File: src/rtl/dcs_host.sv
// dcs_host: streams a 128-byte input matrix and 8 weight bytes to an
// accelerator, then collects 8 result beats with a per-phase timeout.
module dcs_host (
  input  logic        clk,
  input  logic        rst_n,
  input  logic        cfg_we,
  input  logic [7:0]  cfg_addr,
  input  logic [7:0]  cfg_data,
  input  logic        start,
  input  logic        w_ready,
  input  logic        o_valid,
  input  logic [31:0] o_data,
  output logic        i_valid,
  output logic [7:0]  i_data,
  output logic        w_valid,
  output logic [7:0]  w_data,
  output logic        busy,
  output logic        done,
  output logic        err,
  input  logic [2:0]  res_addr,
  output logic [31:0] res_data
);

  typedef enum logic [2:0] {
    ST_IDLE     = 3'd0,
    ST_SEND_I   = 3'd1,
    ST_WAIT_RDY = 3'd2,
    ST_SEND_W   = 3'd3,
    ST_COLLECT  = 3'd4,
    ST_DONE     = 3'd5,
    ST_ERR      = 3'd6
  } state_t;

  state_t      r_state;
  logic [7:0]  r_ibuf [0:127];
  logic [7:0]  r_wbuf [0:7];
  logic [31:0] r_res  [0:7];
  logic [6:0]  r_cnt;
  logic [2:0]  r_wcnt;
  logic [2:0]  r_n;
  logic [7:0]  r_timer;
  logic        r_wrdy_q;
  logic        r_i_valid;
  logic [7:0]  r_i_data;
  logic        r_w_valid;
  logic [7:0]  r_w_data;
  logic        r_busy;
  logic        r_done;
  logic        r_err;

  logic        w_open;
  logic        w_cfg_ok;
  logic        w_ibuf_wr;
  logic        w_wbuf_wr;
  logic [7:0]  w_first_i;
  logic        w_wrdy_rise;
  logic        w_timeout;
  logic        w_capture;
  logic [6:0]  w_cnt_nxt;
  logic [2:0]  w_wcnt_nxt;

  // The block only accepts configuration and start while not running.
  assign w_open      = (r_state == ST_IDLE) || (r_state == ST_DONE) || (r_state == ST_ERR);
  assign w_cfg_ok    = cfg_we && w_open;
  assign w_ibuf_wr   = w_cfg_ok && (cfg_addr[7] == 1'b0);
  assign w_wbuf_wr   = w_cfg_ok && (cfg_addr[7:3] == 5'b10000);
  // A write to byte 0 in the start cycle must be the first byte streamed.
  assign w_first_i   = (w_ibuf_wr && (cfg_addr[6:0] == 7'd0)) ? cfg_data : r_ibuf[0];
  assign w_wrdy_rise = w_ready && !r_wrdy_q;
  // Timer value 254 on a cycle means this is the 255th idle cycle.
  assign w_timeout   = (r_timer == 8'd254);
  assign w_capture   = (r_state == ST_COLLECT) && o_valid;
  assign w_cnt_nxt   = r_cnt + 7'd1;
  assign w_wcnt_nxt  = r_wcnt + 3'd1;

  assign i_valid  = r_i_valid;
  assign i_data   = r_i_data;
  assign w_valid  = r_w_valid;
  assign w_data   = r_w_data;
  assign busy     = r_busy;
  assign done     = r_done;
  assign err      = r_err;
  assign res_data = r_res[res_addr];

  // Input-matrix and weight buffers, written only while idle.
  always_ff @(posedge clk or negedge rst_n) begin
    if (!rst_n) begin
      for (int k = 0; k < 128; k++) r_ibuf[k] <= 8'd0;
      for (int j = 0; j < 8; j++) r_wbuf[j] <= 8'd0;
    end else begin
      if (w_ibuf_wr) r_ibuf[cfg_addr[6:0]] <= cfg_data;
      if (w_wbuf_wr) r_wbuf[cfg_addr[2:0]] <= cfg_data;
    end
  end

  // Result capture; contents survive start and timeouts, only reset clears.
  always_ff @(posedge clk or negedge rst_n) begin
    if (!rst_n) begin
      for (int n = 0; n < 8; n++) r_res[n] <= 32'd0;
    end else begin
      if (w_capture) r_res[r_n] <= o_data;
    end
  end

  // Run sequencer with registered stream and status outputs.
  always_ff @(posedge clk or negedge rst_n) begin
    if (!rst_n) begin
      r_state   <= ST_IDLE;
      r_cnt     <= 7'd0;
      r_wcnt    <= 3'd0;
      r_n       <= 3'd0;
      r_timer   <= 8'd0;
      r_wrdy_q  <= 1'b0;
      r_i_valid <= 1'b0;
      r_i_data  <= 8'd0;
      r_w_valid <= 1'b0;
      r_w_data  <= 8'd0;
      r_busy    <= 1'b0;
      r_done    <= 1'b0;
      r_err     <= 1'b0;
    end else begin
      r_wrdy_q <= w_ready;
      case (r_state)
        ST_IDLE, ST_DONE, ST_ERR: begin
          if (start) begin
            r_state   <= ST_SEND_I;
            r_done    <= 1'b0;
            r_err     <= 1'b0;
            r_busy    <= 1'b1;
            r_cnt     <= 7'd0;
            r_wcnt    <= 3'd0;
            r_n       <= 3'd0;
            r_timer   <= 8'd0;
            r_i_valid <= 1'b1;
            r_i_data  <= w_first_i;
          end
        end
        ST_SEND_I: begin
          if (r_cnt == 7'd127) begin
            r_state   <= ST_WAIT_RDY;
            r_i_valid <= 1'b0;
            r_i_data  <= 8'd0;
            r_timer   <= 8'd0;
          end else begin
            r_cnt    <= w_cnt_nxt;
            r_i_data <= r_ibuf[w_cnt_nxt];
          end
        end
        ST_WAIT_RDY: begin
          if (w_wrdy_rise) begin
            r_state   <= ST_SEND_W;
            r_w_valid <= 1'b1;
            r_w_data  <= r_wbuf[0];
            r_wcnt    <= 3'd0;
            r_timer   <= 8'd0;
          end else if (w_timeout) begin
            r_state <= ST_ERR;
            r_err   <= 1'b1;
            r_busy  <= 1'b0;
            r_timer <= 8'd0;
          end else begin
            r_timer <= r_timer + 8'd1;
          end
        end
        ST_SEND_W: begin
          if (r_wcnt == 3'd7) begin
            r_state   <= ST_COLLECT;
            r_w_valid <= 1'b0;
            r_w_data  <= 8'd0;
            r_timer   <= 8'd0;
          end else begin
            r_wcnt   <= w_wcnt_nxt;
            r_w_data <= r_wbuf[w_wcnt_nxt];
          end
        end
        ST_COLLECT: begin
          if (o_valid) begin
            r_n     <= r_n + 3'd1;
            r_timer <= 8'd0;
            if (r_n == 3'd7) begin
              r_state <= ST_DONE;
              r_done  <= 1'b1;
              r_busy  <= 1'b0;
            end
          end else if (w_timeout) begin
            r_state <= ST_ERR;
            r_err   <= 1'b1;
            r_busy  <= 1'b0;
            r_timer <= 8'd0;
          end else begin
            r_timer <= r_timer + 8'd1;
          end
        end
        default: begin
          r_state   <= ST_IDLE;
          r_i_valid <= 1'b0;
          r_i_data  <= 8'd0;
          r_w_valid <= 1'b0;
          r_w_data  <= 8'd0;
          r_busy    <= 1'b0;
          r_done    <= 1'b0;
          r_err     <= 1'b0;
        end
      endcase
    end
  end

endmodule

File: config.mk
export PLATFORM = sky130hd
export DESIGN_NAME = dcs_host
export DESIGN_NICKNAME = d
export VERILOG_FILES = /design/src/rtl/dcs_host.sv
export SDC_FILE = /design/constraint.sdc
export NUM_CORES = 2
export LEC_CHECK = 0
export CORE_MARGIN = 5
export CORE_UTILIZATION = 45
export CTS_BUF_LIST = sky130_fd_sc_hd__clkbuf_8
export DETAILED_ROUTE_END_ITERATION = 6
export DONT_BUFFER_PORTS = 1
export HOLD_SLACK_MARGIN = 0.05
export MAX_ROUTING_LAYER = met4
export PLACE_DENSITY = 0.57
export SYNTH_ARGS = -nofsm -noshare
export SYNTH_HDL_FRONTEND = slang
export SYNTH_SLANG_ARGS = --single-unit
File: constraint.sdc
create_clock -name clk -period 7.9 [get_ports clk]
set_input_delay 1.58 -clock clk [delete_from_list [all_inputs] [get_ports clk]]
set_output_delay 1.58 -clock clk [all_outputs]
set_load 0.1 [all_outputs]
=== Yosys cells after proc, flatten, opt, wreduce, memory -nomap -nowiden ===
Index checks and enable logic that the tools add are counted.

* Output and inout port bits: 53
* Word-level logic and storage cells: 306
* Input bits: 57
* Register bits after elaboration: 1390

* Bitwise logic cells: 11
* Magnitude comparators: 9
* Muxes and demuxes: 68
* Equal/unequal tests: 22
* Reduce and logical (&&, ||, !) cells: 35
* Add/subtract/negate cells: 4

{| class="wikitable"
|+ Operator list
! operator !! number
|-
| bitwise mux 1024 bit || 1
|-
| bitwise mux 256 bit || 1
|-
| two-way mux 8 bit || 17
|-
| binary-select mux 32 bit (select 3 bit) || 1
|-
| demux 32 bit (select 3 bit) || 1
|-
| two-way mux 32 bit || 3
|-
| bitwise mux 64 bit || 1
|-
| binary-select mux 8 bit (select 7 bit) || 1
|-
| demux 8 bit (select 7 bit) || 1
|-
| one-hot mux 8 bit (3 select lines) || 2
|-
| one-hot mux 8 bit (5 select lines) || 1
|-
| two-way mux 3 bit || 11
|-
| binary-select mux 8 bit (select 3 bit) || 1
|-
| demux 8 bit (select 3 bit) || 1
|-
| AND reduction 4 bit || 6
|-
| != test 2 bit (second input constant) || 9
|-
| >= comparator 4 bit (second input constant) || 4
|-
| >= comparator 8 bit (second input constant) || 2
|-
| NOT 3 -> 4 bit || 4
|-
| NOT 7 -> 8 bit || 2
|-
| equality test 3 bit (second input constant) || 5
|-
| one-hot mux 3 bit (5 select lines) || 1
|-
| two-way mux 1 bit || 14
|-
| two-way mux 7 bit || 2
|-
| other kinds (31) || 57
|}

=== Depth between registers and ports, before layout ===
* Depth after elaboration: 9
* Depth in mapped cells: 12
* Depth with buffers taken out: 9

=== Worst setup path after synthesis ===
No wires, ideal clock.

* Path type: in2out
* Start point: input res_addr[0]
* End point: output res_data[0]
* Required time: 6.320 ns
* Slack: 2.778 ns
* Stages: 4
* Data arrival time: 3.542 ns
* Path through: clkbuf_1 buf_1 mux4_2 mux2_2

* Longest elaborated chain between the ends: 4

{| class="wikitable"
|+ RTL lines
! what !! line !! RTL
|-
| start: declaration || 20 || <nowiki>input logic [2:0] res_addr,</nowiki>
|-
| NOT 3 -> 4 bit (implied by the code) || 83 || <nowiki>assign res_data = r_res[res_addr];</nowiki>
|-
| binary-select mux 32 bit (select 3 bit) || 83 ||
|-
| two-way mux 32 bit (implied by the code) (2 in series) || 83 ||
|-
| end: declaration || 21 || <nowiki>output logic [31:0] res_data</nowiki>
|}

Every way passes these cells. The select of a mux whose other input is x is not followed.

=== Final worst setup path ===
* Start point: register r_cnt[0]
* End point: register r_i_data[0], in the netlist i_data[0]

* Longest elaborated chain between the ends: 7
* Elaborated cells on any way between the ends: 8
* Those cells by class: add/sub: 1; eq/ne: 1; mux: 5; bitwise: 1

{| class="wikitable"
|+ RTL lines
! what !! line !! RTL
|-
| start: declaration || 38 || <nowiki>logic [6:0] r_cnt;</nowiki>
|-
| start signal: assignment || 145 || <nowiki>r_cnt <= w_cnt_nxt;</nowiki>
|-
| adder 7 x 1 -> 7 bit || 73 || <nowiki>assign w_cnt_nxt = r_cnt + 7'd1;</nowiki>
|-
| NOT 7 -> 8 bit (implied by the code) || 146 || <nowiki>r_i_data <= r_ibuf[w_cnt_nxt];</nowiki>
|-
| binary-select mux 8 bit (select 7 bit) || 146 ||
|-
| two-way mux 8 bit (implied by the code) (2 in series) || 146 ||
|-
| two-way mux 8 bit * || 139 || <nowiki>if (r_cnt == 7'd127) begin</nowiki>
|-
| one-hot mux 8 bit (3 select lines) * || 123 || <nowiki>case (r_state)</nowiki>
|-
| end signal: assignment || 135 || <nowiki>r_i_data <= w_first_i;</nowiki>
|-
| end signal: assignment || 146 ||
|-
| end: declaration || 44 || <nowiki>logic [7:0] r_i_data;</nowiki>
|}

Every way passes the cells marked *; elsewhere a longest branch is shown, timed or not. The select of a mux whose other input is x is not followed.
A chain may end at the register's enable or synchronous reset.

==> run_results.csv <==
group,metric,value,unit
outcome,outcome,"completed",
floorplanning,die-width,386,µm
power,pwr-share-comb,0.204,
floorplanning,area_enclosed_by_the_die_boundary,149000,µm²
synthesis,ys_seq_area_frac,0.548,
sta,worst_clock_skew,0.0478,ns
synthesis,synth_cell_types,68,
synthesis,syn-num-nets,4054,
floorplanning,placeableCoreArea,140000,µm²
power,share_clk_of_total_power,0.362,
synthesis,synth-edff-count,0,
routing,total_number_of_vias,35043,
power,power.share.switching,0.301,
routing,drtPass1Iterations,5,
synthesis,synth.avg_cell_area,15.9,µm²
routing,drt.antenna.violating_nets,0,
routing,route.detailed.drc,0,
synthesis,synth_most_common_cell,"dfrtp_1",
sta,layout_min_cycle_time,4.21,ns
clocking,cts-htree-levels,4,
sta,final.setup.tns,0,ns
clocking,number_of_instances_resized_during_post_cts_repair,0,
layout,final_layout_size_suffix_gt1_frac,0.550,
power,ir_worst_vdd,0.315,mV
global_route,grt_pass1_wl,247,mm
layout,synthToLayoutAreaGrowth,10.9,%
layout,final_nets,4067,
power,power.density,265,nW/µm²
sta,maxSlewViolCount,0,
global_route,vias_in_the_first_global_route,37347,
power,total_switching_power,5610,µW
critical_path,worst_ep_arrival_time,5.01,ns
routing,wl_per_cell,26.5,µm
clocking,tritoncts_clock_tree,"done",
power,leakage_power,0.0335,µW
power,p_int,13000,µW
synthesis,synth-seq-cells,1390,
clocking,clk_path_buf_depth,3,
synthesis,synth_top_area_frac,0.548,
clocking,cts.sink_count,1390,
floorplanning,io-pin-count,110,
floorplanning,starting_density_of_the_core,0.454,
clocking,cts_inserted_buffers,235,
sta,max_freq,237,MHz
job,maxCapViolations,0,
global_route,total_track_usage,0.226,
global_route,overflow,0,
clocking,post_cts_hold_buffer_count,0,
hold_path,hold_path.class,"register to register",
synthesis,post_synth_instance_area,63500,µm²
sta,timing_worst_slew_pin_value,1.16,ns
critical_path,cp_data_required_time,8.69,ns
placed_design,final_weighted_congestion_in_routability_driven_placement,0.787,
floorplanning,die-height,386,µm
routing,drtIter0Drc,1818,
floorplanning,standard_cell_row_count,137,
placed_design,place.port_buffers,0,
clocking,ctsRootBufferMaster,"clkbuf_8",
synthesis,ys.flop_type,"dfrtp_1",
clocking,worstSkewPairLatency,0.93,ns
sta,hold_viol_final,0,
synthesis,synthesis.instances,3990,
critical_path,timing.critical_path.from_type,"register",
synthesis,yosysWarningCount,0,
synthesis,top_cells_by_area_in_the_synthesized_netlist,"dfrtp_1 (55%), mux2_2 (25%), mux4_2 (14%), clkbuf_1 (1.1%), nand2_1 (0.66%)",
placed_design,place_hpwl,95.3,mm
synthesis,synth.cells.most_frequent,"dfrtp_1 (1,390), mux2_2 (1,386), mux4_2 (385), clkbuf_1 (193), nand2_1 (112)",
global_route,antenna_found_initial,2,
critical_path,worstSetupEndpointType,"register",
clocking,post_cts_setup_buffers,0,
critical_path,criticalPathCategory,"register to register",
critical_path,critical_path_fanouts_max,43,
power,total_power,18600,µW
power,power.share.sequential,0.434,
synthesis,async_reset_ff_frac,1.00,
clocking,clk_pin_slew,0.06,ns
synthesis,yosys_top_cell_by_area,"dfrtp_1",
sta,rsz_0062_raised_after_global_routing,"false",
global_route,grt_start_max_net_pins,172,
sta,fin_crit_sh,0.533,
sta,slew_headroom,0.226,
sta,setup-violations-final,0,
routing,routed_via_density,5.78,
routing,totalWireLength,161,mm
## area by class of cell
class                   instances  area [µm²]
clock buffers                 320        4400
diodes                          2        5.00
flip-flops and latches       1390       34800
fillers                     12020       69400
repair buffers                 57         586
multi-input cells            2314       27700
inverters                       5        18.8
well taps                    1876        2350
clock inverters               100         598
## power by group through the flow
stage | clock network, µW | registers (µW) | logic, µW
floorplan | 0 | 8020 | 2930
global placement | 0 | 8200 | 3860
detailed placement | 0 | 8210 | 3880
CTS | 6950 | 8080 | 3890
global route | 7260 | 8150 | 4080
finish | 6740 | 8090 | 3810
## worst paths after layout
path                              from          end  cells past startpoint  slack [ns]
max in group asynchronous        rst_n  r_ibuf[378]                      2        5.63
hold reg to reg            r_ibuf[290]  r_ibuf[290]                      1        0.50
min in group asynchronous        rst_n    r_res[87]                      1        0.56
setup reg to reg              r_cnt[0]    i_data[0]                      8        3.69
setup / recovery              r_cnt[0]    i_data[0]                      8        3.69
hold / removal             r_ibuf[290]  r_ibuf[290]                      1        0.50
## routing by layer
| layer | vias to the layer above | wire length, µm | GRT usage |
|---|---|---|---|
| li1 | 15053 | - | - |
| met1 | 19094 | 74200 | 0.316 |
| met2 | 649 | 75700 | 0.346 |
| met3 | 247 | 7890 | 0.0439 |
| met4 | 0 | 2980 | 0.0553 |
| met5 | - | 0 | - |
## logic make-up (layout without fill, tap and decap cells)
kind of cell	after synthesis	in the layout	share of synthesized area
flops	1390	1390	0.548
compound gates	146	146	0.0153
simple gates	365	365	0.0313
xor+xnor	12	12	0.00177
mux	1782	1782	0.384
other cells	0	2	0
buf+inv	286	482	0.0178
fa+ha+maj	9	9	0.00169
## placed cells by master, fill, tap and decap left out, types with 6 or more instances in the layout
cell      Yosys  routed
dfrtp_1    1390    1389
mux2_2     1386    1386
mux4_2      385     385
clkbuf_8      0     320
nand2_1     112     111
inv_1         5      74
nor2_2       58      58
nor2_1       52      52
buf_4         4      45
o21ai_0      43      43
nand3_1      26      24
a22oi_1      21      21
nand2_2      19      20
a21oi_1      19      19
clkinv_2      0      15
nor2_4       14      14
a22o_1       14      14
nor2b_1      12      12
buf_12        0      11
mux2i_1      10      10
o22ai_1       9       9
nand2b_1      7       7
or3_1         7       7
and3_1        6       6
nand3b_1      6       6
nor3_1        8       6
ha_1          7       6
## worst max-delay path, cell delays in order, from the launching register on
cell and delay (ns):
dfrtp_4 0.69, ha_4 0.81, buf_4 0.69, mux4_2 0.45, mux4_2 0.49, a22oi_1 0.32, a21oi_1 0.11, o21a_1 0.20
a221o_1 0.25
## through the flow
step | hold WS [ns] | cells | worst slack, ns | instance area (µm²) | util
after global routing | 0.505 | 6063 | 3.54 | 70400 | 0.503
after detailed placement | 0.488 | 5642 | 3.39 | 65400 | 0.468
after floorplan | 0.471 | 3990 | 2.78 | 63500 | -
after CTS | 0.500 | 6062 | 3.61 | 70400 | 0.503
final | 0.499 | 6064 | 3.69 | 70400 | 0.504
after global placement | 0.481 | 5642 | 3.33 | 65400 | 0.468
## registers in the layout, summed over array words and instances, names as in the netlist
name      count
r_timer       8
r_res       256
busy          1
r_wrdy_q      1
r_n           3
done          1
r_wbuf       64
w_valid       1
r_state       3
r_ibuf     1024
i_valid       1
err           1
i_data        8
r_wcnt        3
w_data        8
r_cnt         7
No activity file was read; power rests on OpenSTA's default activity.
